`config.mk`:
```
export PLATFORM = sky130hd
export DESIGN_NAME = vga_timing_gen
export DESIGN_NICKNAME = d
export VERILOG_FILES = /design/src/rtl/vga_timing_gen.sv
export SDC_FILE = /design/constraint.sdc
export NUM_CORES = 1
export LEC_CHECK = 0
export ABC_CLOCK_PERIOD_IN_PS = 4100
export CAP_MARGIN = 10
export CORE_AREA = 2 2 76 78
export CTS_CLUSTER_SIZE = 40
export DETAILED_ROUTE_END_ITERATION = 8
export DIE_AREA = 0 0 78 80
export GPL_TIMING_DRIVEN = 0
export HOLD_SLACK_MARGIN = 0.06
export SLEW_MARGIN = 5
export SYNTH_ARGS = -nofsm -noshare
export SYNTH_HDL_FRONTEND = slang
export SYNTH_SLANG_ARGS = --single-unit
```
`constraint.sdc`:
```
create_clock -name vclk -period 4.1 [get_ports vclk]
set_clock_uncertainty 0.1 [all_clocks]
set_input_delay 0.615 -clock vclk [delete_from_list [all_inputs] [get_ports vclk]]
set_output_delay 0.615 -clock vclk [all_outputs]
set_load 0.01 [all_outputs]
```
`src/rtl/vga_timing_gen.sv`:
```
// Raster timing generator: free-running pixel/line counters with registered syncs,
// blank and line/frame strobes, all aligned to the hcount/vcount they describe.
module vga_timing_gen #(
    parameter int   H_ACTIVE = 800,
    parameter int   H_FP     = 56,
    parameter int   H_SYNC   = 120,
    parameter int   H_BP     = 64,
    parameter int   V_ACTIVE = 600,
    parameter int   V_FP     = 37,
    parameter int   V_SYNC   = 6,
    parameter int   V_BP     = 23,
    parameter logic SYNC_POL = 1'b1
) (
    input  logic        vclk,
    input  logic        rst,
    input  logic        en,
    output logic [10:0] hcount,
    output logic [9:0]  vcount,
    output logic        hsync,
    output logic        vsync,
    output logic        blank,
    output logic        line_tick,
    output logic        frame_tick
);
    localparam int H_TOTAL = H_ACTIVE + H_FP + H_SYNC + H_BP;
    localparam int V_TOTAL = V_ACTIVE + V_FP + V_SYNC + V_BP;

    // One bit wider than the counters so limits of exactly 2048/1024 still compare correctly.
    localparam logic [11:0] H_LAST = 12'(H_TOTAL - 1);
    localparam logic [11:0] H_VIS  = 12'(H_ACTIVE);
    localparam logic [11:0] HS_BEG = 12'(H_ACTIVE + H_FP);
    localparam logic [11:0] HS_END = 12'(H_ACTIVE + H_FP + H_SYNC);
    localparam logic [10:0] V_LAST = 11'(V_TOTAL - 1);
    localparam logic [10:0] V_VIS  = 11'(V_ACTIVE);
    localparam logic [10:0] VS_BEG = 11'(V_ACTIVE + V_FP);
    localparam logic [10:0] VS_END = 11'(V_ACTIVE + V_FP + V_SYNC);

    if (H_TOTAL > 2048) begin : g_h_total_check
        $error("vga_timing_gen: H_TOTAL=%0d does not fit the 11-bit hcount", H_TOTAL);
    end
    if (V_TOTAL > 1024) begin : g_v_total_check
        $error("vga_timing_gen: V_TOTAL=%0d does not fit the 10-bit vcount", V_TOTAL);
    end

    logic        h_wrap;
    logic        v_wrap;
    logic [10:0] h_next;
    logic [9:0]  v_next;
    logic [11:0] h_ext;
    logic [10:0] v_ext;

    always_comb begin
        h_wrap = ({1'b0, hcount} == H_LAST);
        v_wrap = ({1'b0, vcount} == V_LAST);
        h_next = h_wrap ? 11'd0 : hcount + 11'd1;
        v_next = vcount;
        if (h_wrap) begin
            v_next = v_wrap ? 10'd0 : vcount + 10'd1;
        end
        h_ext = {1'b0, h_next};
        v_ext = {1'b0, v_next};
    end

    // NOTE: state is updated with non-blocking assignments only; the comb block above uses blocking.
    always_ff @(posedge vclk) begin
        if (rst) begin
            hcount     <= '0;
            vcount     <= '0;
            hsync      <= ~SYNC_POL;
            vsync      <= ~SYNC_POL;
            blank      <= 1'b0;
            line_tick  <= 1'b0;
            frame_tick <= 1'b0;
        end else if (en) begin
            hcount     <= h_next;
            vcount     <= v_next;
            hsync      <= ((h_ext >= HS_BEG) && (h_ext < HS_END)) ? SYNC_POL : ~SYNC_POL;
            vsync      <= ((v_ext >= VS_BEG) && (v_ext < VS_END)) ? SYNC_POL : ~SYNC_POL;
            blank      <= (h_ext >= H_VIS) || (v_ext >= V_VIS);
            line_tick  <= h_wrap;
            frame_tick <= h_wrap && v_wrap;
        end else begin
            // Frozen: levels hold, strobes must not repeat.
            line_tick  <= 1'b0;
            frame_tick <= 1'b0;
        end
    end
endmodule
```
## After elaboration in Yosys (flattened, before gate mapping)

Index checks and enable logic that the tools add are counted.

| storage, ports and cells | value |
|---|---|
| register bits | 26 |
| bits of input ports | 3 |
| output and inout bits | 26 |
| word-level logic and storage cells | 28 |

| cells by class | value |
|---|---|
| add/sub/neg operators | 2 |
| magnitude comparators | 6 |
| equal/unequal tests | 2 |
| muxes and demuxes | 5 |
| bitwise logic cells | 1 |
| reductions and logical operators | 5 |

Operators with widths:

| operator | number |
|---|---|
| >= comparator 11 x 10 -> 1 bit, second input constant | 2 |
| >= comparator 10 bit, second input constant | 2 |
| 2-to-1 mux 10 bit | 2 |
| adder 11 x 1 -> 11 bit, second input constant | 1 |
| equality test 11 bit, second input constant | 1 |
| less-than comparator 11 x 10 -> 1 bit, second input constant | 1 |
| 2-to-1 mux 11 bit | 1 |
| adder 10 x 1 -> 10 bit, second input constant | 1 |
| equality test 10 bit, second input constant | 1 |
| less-than comparator 10 bit, second input constant | 1 |
| logical AND 1 bit | 3 |
| 2-to-1 mux 1 bit | 2 |
| OR reduction 2 bit | 1 |
| logical OR 1 bit | 1 |
| NOT 1 bit | 1 |

## Logic depth before layout (Yosys ltp)

Gate-level depths: netlist of the first run.

| depth | value |
|---|---|
| depth after elaboration | 6 |
| gate-level depth with buffers | 10 |
| depth with buffers taken out | 9 |

## Worst setup path after synthesis of the first run

No wires, ideal clock.

| timing | value |
|---|---|
| path type | register to register |
| start | register hcount[8] |
| end | register blank |
| setup time | 79 ps |
| arrival | 2263 ps |
| data required time | 3921 ps |
| setup slack | 1658 ps |
| cell stages (with the launch flop) | 10 |
| path buffers | 2 |
| period minus slack after synthesis | 2442 ps |
| cells stage by stage | dfxtp_1 -> buf_6 -> or3b_4 -> or4_4 -> buf_6 -> nor4_2 -> a21oi_1 -> a31oi_1 -> o21bai_1 -> a211oi_2 |

| on the way | value |
|---|---|
| cells in the longest elaborated chain, start to end | 4 |
| elaborated cells between the ends (all ways) | 7 |
| those cells by class | add/sub: 1; order compare: 2; eq/ne: 1; mux: 2; reduce/logical: 1 |

RTL lines:

| what | RTL line | RTL |
|---|---|---|
| start, declared | 17 | `output logic [10:0] hcount,` |
| start signal, assigned | 75 | `hcount <= h_next;` |
| adder 11 x 1 -> 11 bit / equality test 11 bit (equally long branches) | 55, 53 |  |
| 2-to-1 mux 11 bit / 2-to-1 mux 10 bit (equally long branches) | 55, 57 |  |
| >= comparator 11 x 10 -> 1 bit / >= comparator 10 bit (equally long branches) | 79 | `blank <= (h_ext >= H_VIS) \|\| (v_ext >= V_VIS);` |
| logical OR 1 bit (*) | 79 |  |
| end signal, assigned | 79 |  |
| end, declared | 21 | `output logic blank,` |

Mark *: on every way between the ends. The rest lies on a longest branch, timed or not.
A chain may end at the register's enable or synchronous reset.

## Final worst setup path of the first run

| timing | value |
|---|---|
| start | register hcount[10] |
| end | register vcount[5] |

| on the way | value |
|---|---|
| cells in the longest elaborated chain, start to end | 2 |

RTL lines:

| what | RTL line | RTL |
|---|---|---|
| equality test 11 bit | 53 | `h_wrap = ({1'b0, hcount} == H_LAST);` |
| 2-to-1 mux 10 bit | 57 | `if (h_wrap) begin` |
| end signal, assigned | 76 | `vcount <= v_next;` |
| end, declared | 18 | `output logic [9:0] vcount,` |

No other way between the ends.

==> results.json, run 1 <==
{
  "final_cell_area_um2": 2263,
  "p_per_area_nw_per_um2": 207.7,
  "core_um2": 5405,
  "grt_usage_pct": 15.37,
  "timing.hold.ws_ns": 0.4106,
  "numCtsBuffers": 3,
  "drive_gt1_share_pct": 9.470,
  "initial_core_util_pct": 34.38,
  "ctsHoldBuffers": 0,
  "arrival_ns": 2.77,
  "insertion_delay_ns": 0.28,
  "cts.htree.levels": 1,
  "route.antenna.remaining_nets": 0,
  "row_count": 27,
  "synth_top_family_by_area": "simple AND/OR/NAND/NOR gates",
  "synth_async_sr_flop_share_pct": 0,
  "dieArea_um2": 6240,
  "setup_viol": 0,
  "rsz0062_at_grt": "no",
  "synthToLayoutAreaGrowth_pct": 21.82,
  "tns_ns": 0,
  "crit_path_max_fanout": 10,
  "num_io_pins": 29,
  "synth_compound_area_share_pct": 20.13,
  "period_needed_ns": 2.715,
  "drtIter0Drc": 96,
  "criticalPathCategory": "reg2reg",
  "drv_slew": 0,
  "die_y_um": 80,
  "die_x_um": 78,
  "worst_ep_required_time_ns": 4.16,
  "drc_errors": 0,
  "yosysTopAreaCellShare_pct": 28.01,
  "synthDistinctLibCells": 52,
  "ir_drop_mv": 0.1695,
  "antenna_found_initial": 0,
  "clock.fmax_mhz": 368.3,
  "synth_top_cell_by_area": "dfxtp_1",
  "synth_area_leaders": "dfxtp_1, nor2_1, a21oi_1, o21ai_0, xnor2_1",
  "hp-start": "hsync$_SDFFE_PP0P_",
  "grt_max_degree": 15,
  "syn-cell-area_um2": 1858,
  "p_leak_uw": 0.0007684,
  "netlist_instances": 234,
  "synth-edff-count": 0,
  "ff2ff_setup_slack_ns": 1.38,
  "setup.worst_path.start": "hcount[10]$_SDFFE_PP0P_",
  "relSlewSlack_pct": 62.23,
  "status": "completed",
  "dpl_cell_area_um2": 2208,
  "clock_sinks": 26,
  "post-route-period-util_pct": 66.23,
  "drt-total-wl_um": 4783,
  "reg2reg_from": "hcount[10]$_SDFFE_PP0P_",
  "cts-root-buf": "clkbuf_8",
  "clock_path_buffers": 2,
  "worstMarginPinSlew_ns": 0.5666,
  "gp_congestion": 0.8041,
  "hpwl_um": 3432,
  "synth_nets": 240,
  "min_path_type": "reg2reg",
  "yosys.area_share.simple_pct": 29.97,
  "endpoint_kind": "flop",
  "avgViaCountPerCell": 5.223,
  "hold_viol_final": 0,
  "final_common_cell": "nor2_1",
  "ys_seq_elements": 26,
  "yosysSeqAreaShare_pct": 28.01,
  "first_global_vias": 1608,
  "num_vias": 1755,
  "post_cts_resized": 0,
  "grt_pass1_wl_um": 7645,
  "synthMuxAreaShare_pct": 2.694,
  "antenna_cells": 0,
  "final_nets": 271,
  "post_drt_wl_per_cell_um": 14.24,
  "layout_common_cells": "nor2_1, dfxtp_1, clkdlybuf4s50_1, a21oi_1, nand2_1",
  "startpoint_type": "flop",
  "post_synth.cell_area_avg_um2": 7.940,
  "ys_warn_count": 0,
  "clkTransAtPathRegs_ns": 0.10,
  "cts_setup_buffers": 0,
  "synthAdderAreaFrac_pct": 2.020,
  "cts_tree": "done",
  "first_pass_iters": 4,
  "final-seq-area_um2": 520.5,
  "n_fill_cell": 575,
  "multi_input_area_um2": 1124,
  "drv_cap": 0,
  "port_buffers": 26,
  "dominantRegCellSynth": "dfxtp_1",
  "post_synth_xor_area_fraction_pct": 5.657,
  "grt.overflow.total": 0
}
-- final timing paths --
check,end,depth (start not counted)
max,vcount[5]$_SDFFE_PP0P_,8
min,hsync$_SDFFE_PP0P_,2
max reg2reg,vcount[5]$_SDFFE_PP0P_,8
min reg2reg,hsync$_SDFFE_PP0P_,2
-- area by class of cell --
type,instances,area share (%)
multi-input combinational,182,49.64
sequential,26,23.00
timing repair buffer,26,11.50
buffer,21,8.624
tap,72,3.980
clock buffer,4,2.432
inverter,5,0.8292
-- Yosys cell counts, types with 5 or more instances --
| library cell | count |
|---|---|
| nand3_1 | 12 |
| nor3_1 | 7 |
| and3_1 | 5 |
| o21ai_0 | 15 |
| clkbuf_1 | 10 |
| xnor2_1 | 8 |
| mux2i_1 | 5 |
| or3_1 | 6 |
| nand2_1 | 17 |
| dfxtp_1 | 26 |
| a21oi_1 | 18 |
| inv_1 | 5 |
| buf_6 | 6 |
| nor2_1 | 33 |
-- sequential cells by signal, summed over array words and instances, names as in the netlist --
register / count
vsync: 1
hcount: 11
vcount: 10
blank: 1
hsync: 1
line_tick: 1
frame_tick: 1
-- layer usage --
| metal | up-vias | global-route usage, % | share of wire, % |
|---|---|---|---|
| li1 | 904 | - | - |
| met2 | 36 | 27.50 | 47 |
| met4 | 0 | 4.561 | 1.2 |
| met3 | 6 | 2.489 | 3.3 |
| met1 | 809 | 18.90 | 49 |
| met5 | - | 0 | 0 |
-- kinds of logic (layout without fill, tap and decap cells) --
logic type | count (synthesis) | in the layout
buffers and inverters | 26 | 56
multiplexers | 5 | 5
AO/OA/AOI/OAI | 58 | 58
adder cells (fa/ha/maj) | 3 | 3
flip-flops | 26 | 26
AND/OR/NAND/NOR | 104 | 104
XOR/XNOR | 12 | 12
-- per-stage QoR --
step	util [%]	instances	setup WS [ns]	total power, uW
2_1_floorplan	-	234	1.658	286.4
3_3_place_gp	40.86	332	1.400	299.9
3_5_place_dp	40.86	332	1.426	300.5
4_1_cts	41.88	336	1.413	476.2
5_1_grt	41.88	336	1.228	486.8
6_report	41.88	336	1.385	470.1
-- power breakdown --
part / switching (uW) / total (uW) / internal (uW)
clock: 89.7 / 176 / 86.1
combinational: 18.0 / 33.2 / 15.2
sequential: 4.93 / 261 / 256
total: 113 / 470 / 357
-- critical path, stage by stage (launching register included) --
cell and delay (ns):
dfxtp_1 0.49, or3b_4 0.44, nor4_2 0.47, buf_6 0.22, nand2_1 0.13, clkbuf_1 0.27
nor3_1 0.29, xnor2_1 0.14, nor2_1 0.05
Note: power is estimated with default switching activity, not from simulation.
==> run 2: changes to the inputs <==
--- a/config.mk
+++ b/config.mk
@@ -5,7 +5,7 @@
 export SDC_FILE = /design/constraint.sdc
 export NUM_CORES = 1
 export LEC_CHECK = 0
-export ABC_CLOCK_PERIOD_IN_PS = 4100
+export ABC_CLOCK_PERIOD_IN_PS = 2500
 export CAP_MARGIN = 10
 export CORE_AREA = 2 2 76 78
 export CTS_CLUSTER_SIZE = 40
==> constraint.sdc (replaced) <==
create_clock -name vclk -period 2.5 [get_ports vclk]
set_clock_uncertainty 0.1 [all_clocks]
set_input_delay 0.375 -clock vclk [delete_from_list [all_inputs] [get_ports vclk]]
set_output_delay 0.375 -clock vclk [all_outputs]
set_load 0.01 [all_outputs]
==> run 2 against run 1 <==
Compared with the run above:
- via count is 4.1% higher
- die area stayed put
- routed wire length is 4.1% higher
- cell count is 2.4% higher
- combinational power is 83% higher
- worst hold slack worse by 0.22 ns
- first-iteration DRC count is 31% higher
- count of clock-buffer cells in the layout stayed put
- register-to-register slack worse by 1.4 ns
- cell area is 6.0% higher
==> results.json, run 2 (synthesized netlist as in run 1, its figures left out) <==
{
  "cts-root-buf": "clkbuf_8",
  "biggestRegsByFlops": "hcount: 11 flops, vcount: 10 flops",
  "synthToLayoutAreaGrowth_pct": 29.09,
  "criticalPathCategory": "reg2reg",
  "crit_path_max_fanout": 6,
  "avgViaCountPerCell": 5.311,
  "drt-total-wl_um": 4978,
  "drv_slew": 0,
  "die_x_um": 78,
  "n_fill_cell": 559,
  "port_buffers": 26,
  "clock_path_buffers": 2,
  "dpl_cell_area_um2": 2208,
  "ctsHoldBuffers": 0,
  "clock_sinks": 26,
  "first_pass_iters": 4,
  "cts.htree.levels": 1,
  "fin_cells": 344,
  "startpoint_type": "flop",
  "relSlewSlack_pct": 58.16,
  "core_um2": 5405,
  "clock.fmax_mhz": 400.8,
  "grt_usage_pct": 16.11,
  "worst_ep_required_time_ns": 2.59,
  "p_leak_uw": 0.0008282,
  "clkTransAtPathRegs_ns": 0.10,
  "endpoint_kind": "flop",
  "grt_pass1_wl_um": 8031,
  "largest_reg_flops": 11,
  "gp_congestion": 0.8041,
  "drc_errors": 0,
  "num_vias": 1827,
  "ir_drop_mv": 0.2818,
  "grt.overflow.total": 0,
  "drive_gt1_share_pct": 19.12,
  "cts_tree": "done",
  "insertion_delay_ns": 0.28,
  "route.antenna.remaining_nets": 0,
  "drtIter0Drc": 126,
  "numCtsBuffers": 3,
  "p_per_area_nw_per_um2": 321.7,
  "dieArea_um2": 6240,
  "die_y_um": 80,
  "hold_viol_final": 0,
  "hpwl_um": 3432,
  "worstMarginPinSlew_ns": 0.6276,
  "timing.hold.ws_ns": 0.1905,
  "post_drt_wl_per_cell_um": 14.47,
  "final_cell_area_um2": 2399,
  "antenna_found_initial": 0,
  "min_path_type": "in2reg",
  "antenna_cells": 0,
  "period_needed_ns": 2.495,
  "status": "completed",
  "setup_viol": 0,
  "final_common_cell": "nor2_1",
  "num_io_pins": 29,
  "initial_core_util_pct": 34.38,
  "rsz0062_at_grt": "yes",
  "arrival_ns": 2.59,
  "regMostFlops": "hcount",
  "final_nets": 279,
  "drv_cap": 0,
  "placedCellCount": 332,
  "row_count": 27,
  "layout_common_cells": "nor2_1, clkdlybuf4s50_1, nand2_1, a21oi_1, dfxtp_1",
  "first_global_vias": 1670,
  "pre_cts_slack_ns": -0.1736,
  "grt_max_degree": 15,
  "setup_ws_ns": 0.005161,
  "post-route-period-util_pct": 99.79
}
[run 2: repair_timing]
item,in CTS,in global routing
pin swaps,9,8
setup endpoints to repair,10,11
gates resized for setup,18,12
setup buffers,9,2
[run 2: metal layers]
metal / track usage (%) / vias to the layer above / part of all wire (%)
met1: 20.05 / 836 / 46
met3: 2.715 / 10 / 5.7
met2: 28.53 / 63 / 47
met4: 4.561 / 0 / 1.5
met5: 0 / - / 0
li1: - / 918 / -
[run 2: where the power goes]
group	switching (uW)	internal, uW	leakage [uW]
sequential	6.43	417	0.000216
combinational	32.9	28.0	0.000584
clock	146	141	0.0000288
total	186	586	0.000828
[run 2: worst max-delay path: stages, from the launching register on]
cell	delay, ns
dfxtp_2	0.34
or3_4	0.42
or4_4	0.59
buf_8	0.17
buf_4	0.12
o31a_1	0.28
buf_4	0.14
o41ai_2	0.25
[run 2: area by class of cell]
| type | instances | area (um2) | area share (%) |
|---|---|---|---|
| plain buffers | 18 | 175.2 | 7.303 |
| clock buffers | 4 | 55.05 | 2.295 |
| inverters | 5 | 18.77 | 0.7825 |
| multi-input cells | 182 | 1177 | 49.09 |
| flip-flops and latches | 26 | 541.8 | 22.59 |
| well taps | 72 | 90.09 | 3.756 |
| repair buffers | 37 | 340.3 | 14.19 |
[run 2: final timing paths]
check	startpoint	endpoint	slack, ns	depth (start not counted)
max reg2reg	hcount[5]$_SDFFE_PP0P_	vsync$_SDFFE_PP0P_	0.005	7
max	hcount[5]$_SDFFE_PP0P_	vsync$_SDFFE_PP0P_	0.005	7
min reg2reg	hsync$_SDFFE_PP0P_	hsync$_SDFFE_PP0P_	0.41	2
min	rst	blank$_SDFFE_PP0P_	0.19	2
[run 2: stage by stage]
| step | util [%] | total power (uW) | TNS [ns] |
|---|---|---|---|
| 3_5_place_dp | 40.86 | 492.7 | -0.6351 |
| 4_1_cts | 43.70 | 780.7 | -0.01681 |
| 2_1_floorplan | - | 469.7 | 0 |
| 6_report | 44.38 | 771.6 | 0 |
| 3_3_place_gp | 40.86 | 491.9 | -0.7916 |
| 5_1_grt | 44.38 | 800.2 | -0.1540 |
==> run 3: changes to the inputs <==
==> config.mk (replaced) <==
export PLATFORM = sky130hd
export DESIGN_NAME = vga_timing_gen
export DESIGN_NICKNAME = d
export VERILOG_FILES = /design/src/rtl/vga_timing_gen.sv
export SDC_FILE = /design/constraint.sdc
export NUM_CORES = 1
export LEC_CHECK = 0
export ABC_CLOCK_PERIOD_IN_PS = 3200
export CAP_MARGIN = 10
export CORE_AREA = 2 2 76 78
export CTS_CLUSTER_SIZE = 40
export DETAILED_ROUTE_END_ITERATION = 8
export DIE_AREA = 0 0 78 80
export HOLD_SLACK_MARGIN = 0.06
export SLEW_MARGIN = 20
export SYNTH_ARGS = -nofsm -noshare
export SYNTH_HDL_FRONTEND = slang
export SYNTH_SLANG_ARGS = --single-unit
==> constraint.sdc (replaced) <==
create_clock -name vclk -period 3.2 [get_ports vclk]
set_clock_uncertainty 0.1 [all_clocks]
set_input_delay 0.48 -clock vclk [delete_from_list [all_inputs] [get_ports vclk]]
set_output_delay 0.48 -clock vclk [all_outputs]
set_load 0.01 [all_outputs]
==> run 3 against run 2 <==
Compared with the run above:
- critical path depth unchanged
- largest cell class unchanged
- worst setup slack better by 0.54 ns
- clock power down 33%
- sequential share of layout area up 2.1 points
==> results.json, run 3 (synthesized netlist as in run 1, its figures left out) <==
{
  "avgViaCountPerCell": 5.481,
  "tns_ns": 0,
  "grt.overflow.total": 0,
  "biggestRegsByFlops": "hcount: 11 flops, vcount: 10 flops",
  "antenna_found_initial": 0,
  "drv_slew": 0,
  "min_path_type": "reg2reg",
  "hold_viol_final": 0,
  "fin_cells": 320,
  "first_pass_iters": 4,
  "antenna_cells": 0,
  "relSlewSlack_pct": 59.62,
  "largest_reg_flops": 11,
  "clock_sinks": 26,
  "grt_usage_pct": 15.12,
  "final_common_cell": "nor2_1",
  "cts.htree.levels": 1,
  "cts_tree": "done",
  "clock_path_buffers": 2,
  "drc_errors": 0,
  "hp-start": "hsync$_SDFFE_PP0P_",
  "num_vias": 1754,
  "setup_viol": 0,
  "power_frac_seq_pct": 58.9,
  "crit_path_max_fanout": 13,
  "regMostFlops": "hcount",
  "clock.fmax_mhz": 376.3,
  "synthToLayoutAreaGrowth_pct": 13.27,
  "switching_share_pct": 23.73,
  "ir_drop_mv": 0.2418,
  "initial_core_util_pct": 34.38,
  "drive_gt1_share_pct": 7.258,
  "endpoint_kind": "flop",
  "port_buffers": 28,
  "grt_max_degree": 17,
  "period_needed_ns": 2.657,
  "drtIter0Drc": 233,
  "post_cts_resized": 0,
  "pwr-share-clk_pct": 33.6,
  "dieArea_um2": 6240,
  "status": "completed",
  "hold_path_depth": 2,
  "worst_ep_required_time_ns": 3.28,
  "rsz0062_at_grt": "no",
  "route.antenna.remaining_nets": 0,
  "post_drt_wl_per_cell_um": 13.87,
  "ff2ff_setup_slack_ns": 0.54,
  "p_int_uw": 432.4,
  "switchingPower_uw": 134.5,
  "worstMarginPinSlew_ns": 0.6039,
  "core_um2": 5405,
  "startpoint_type": "flop",
  "p_comb_share_pct": 7.4,
  "layout_common_cells": "nor2_1, clkdlybuf4s50_1, dfxtp_1, a21oi_1, nand2_1",
  "rr_worst_depth": 7,
  "drt-total-wl_um": 4437,
  "die_y_um": 80,
  "insertion_delay_ns": 0.27,
  "min_to": "hsync$_SDFFE_PP0P_",
  "row_count": 27,
  "ctsHoldBuffers": 0,
  "final_nets": 256,
  "first_global_vias": 1625,
  "cts-root-buf": "clkbuf_8",
  "reg2reg_from": "hcount[5]$_SDFFE_PP0P_",
  "die_x_um": 78,
  "criticalPathCategory": "reg2reg",
  "placedCellCount": 317,
  "grt_pass1_wl_um": 7672,
  "gp_congestion": 0.8984,
  "hpwl_um": 3178,
  "num_io_pins": 29,
  "arrival_ns": 2.74,
  "post-route-period-util_pct": 83.05,
  "cts_setup_buffers": 0,
  "drv_cap": 0,
  "p_per_area_nw_per_um2": 269.4,
  "p_leak_uw": 0.0006978,
  "numCtsBuffers": 3,
  "r2r-end": "vsync$_SDFFE_PP0P_",
  "clkTransAtPathRegs_ns": 0.09
}
-- run 3: cell types whose count changed in the layout (fill, tap and decap cells not counted), sizes merged --
cell           previous run  this run
buf                      16         4
bufbuf                    2         0
clkdlybuf4s50            26        28
clkbuf                   15         3
-- run 3: power by group through the flow --
stage / registers, uW / clock network, uW / logic, uW
2_1_floorplan: 343 / 0 / 24.4
3_3_place_gp: 342 / 0 / 42.2
3_5_place_dp: 342 / 0 / 43.0
4_1_cts: 334 / 203 / 43.0
5_1_grt: 335 / 214 / 46.8
6_report: 334 / 191 / 42.2
-- run 3: stage by stage --
stage	worst slack (ns)	util [%]	hold WS [ns]	cell area [um2]	power, uW
2_1_floorplan	0.7576	-	0.4173	1858	367.0
3_3_place_gp	0.6506	38.17	0.3860	2063	384.1
3_5_place_dp	0.5835	38.17	0.3897	2063	384.7
4_1_cts	0.5365	38.94	0.4140	2105	580.8
5_1_grt	0.3613	38.94	0.4442	2105	595.7
6_report	0.5425	38.94	0.4016	2105	566.9
-- run 3: worst max-delay path: stages (launching register included) --
cell and delay (ns):
dfxtp_1 0.44, or3_4 0.46, or4_4 0.63, nor3_4 0.22, xnor2_1 0.13, nor4_2 0.26
a22oi_1 0.13, o41ai_2 0.20
-- run 3: cell type report --
cell class,instances,area (um2)
tap,72,90.09
clock buffer,3,41.29
inverter,5,18.77
sequential,26,520.5
timing repair buffer,32,310.3
multi-input combinational,182,1124
fill,577,3301
-- run 3: worst max path at each step --
| stage | from | end | slack [ns] |
|---|---|---|---|
| global placement | hcount[5]$_SDFFE_PP0P_ | vsync$_SDFFE_PP0P_ | 0.65 |
| global route | hcount[5]$_SDFFE_PP0P_ | vsync$_SDFFE_PP0P_ | 0.36 |
| floorplan | hcount[8]$_SDFFE_PP0P_ | blank$_SDFFE_PP0P_ | 0.76 |
| finish | hcount[5]$_SDFFE_PP0P_ | vsync$_SDFFE_PP0P_ | 0.54 |
| detailed placement | hcount[5]$_SDFFE_PP0P_ | vsync$_SDFFE_PP0P_ | 0.58 |
| CTS | hcount[5]$_SDFFE_PP0P_ | vsync$_SDFFE_PP0P_ | 0.54 |
-- run 3: per-layer routing --
layer | vias to the layer above | wire, um | GRT usage (%) | part of all wire, %
met5 | - | 0 | 0 | 0
met3 | 12 | 201 | 2.941 | 4.5
met2 | 46 | 2064 | 25.52 | 47
met4 | 0 | 123 | 5.088 | 2.8
li1 | 866 | - | - | -
met1 | 830 | 2047 | 19.34 | 46
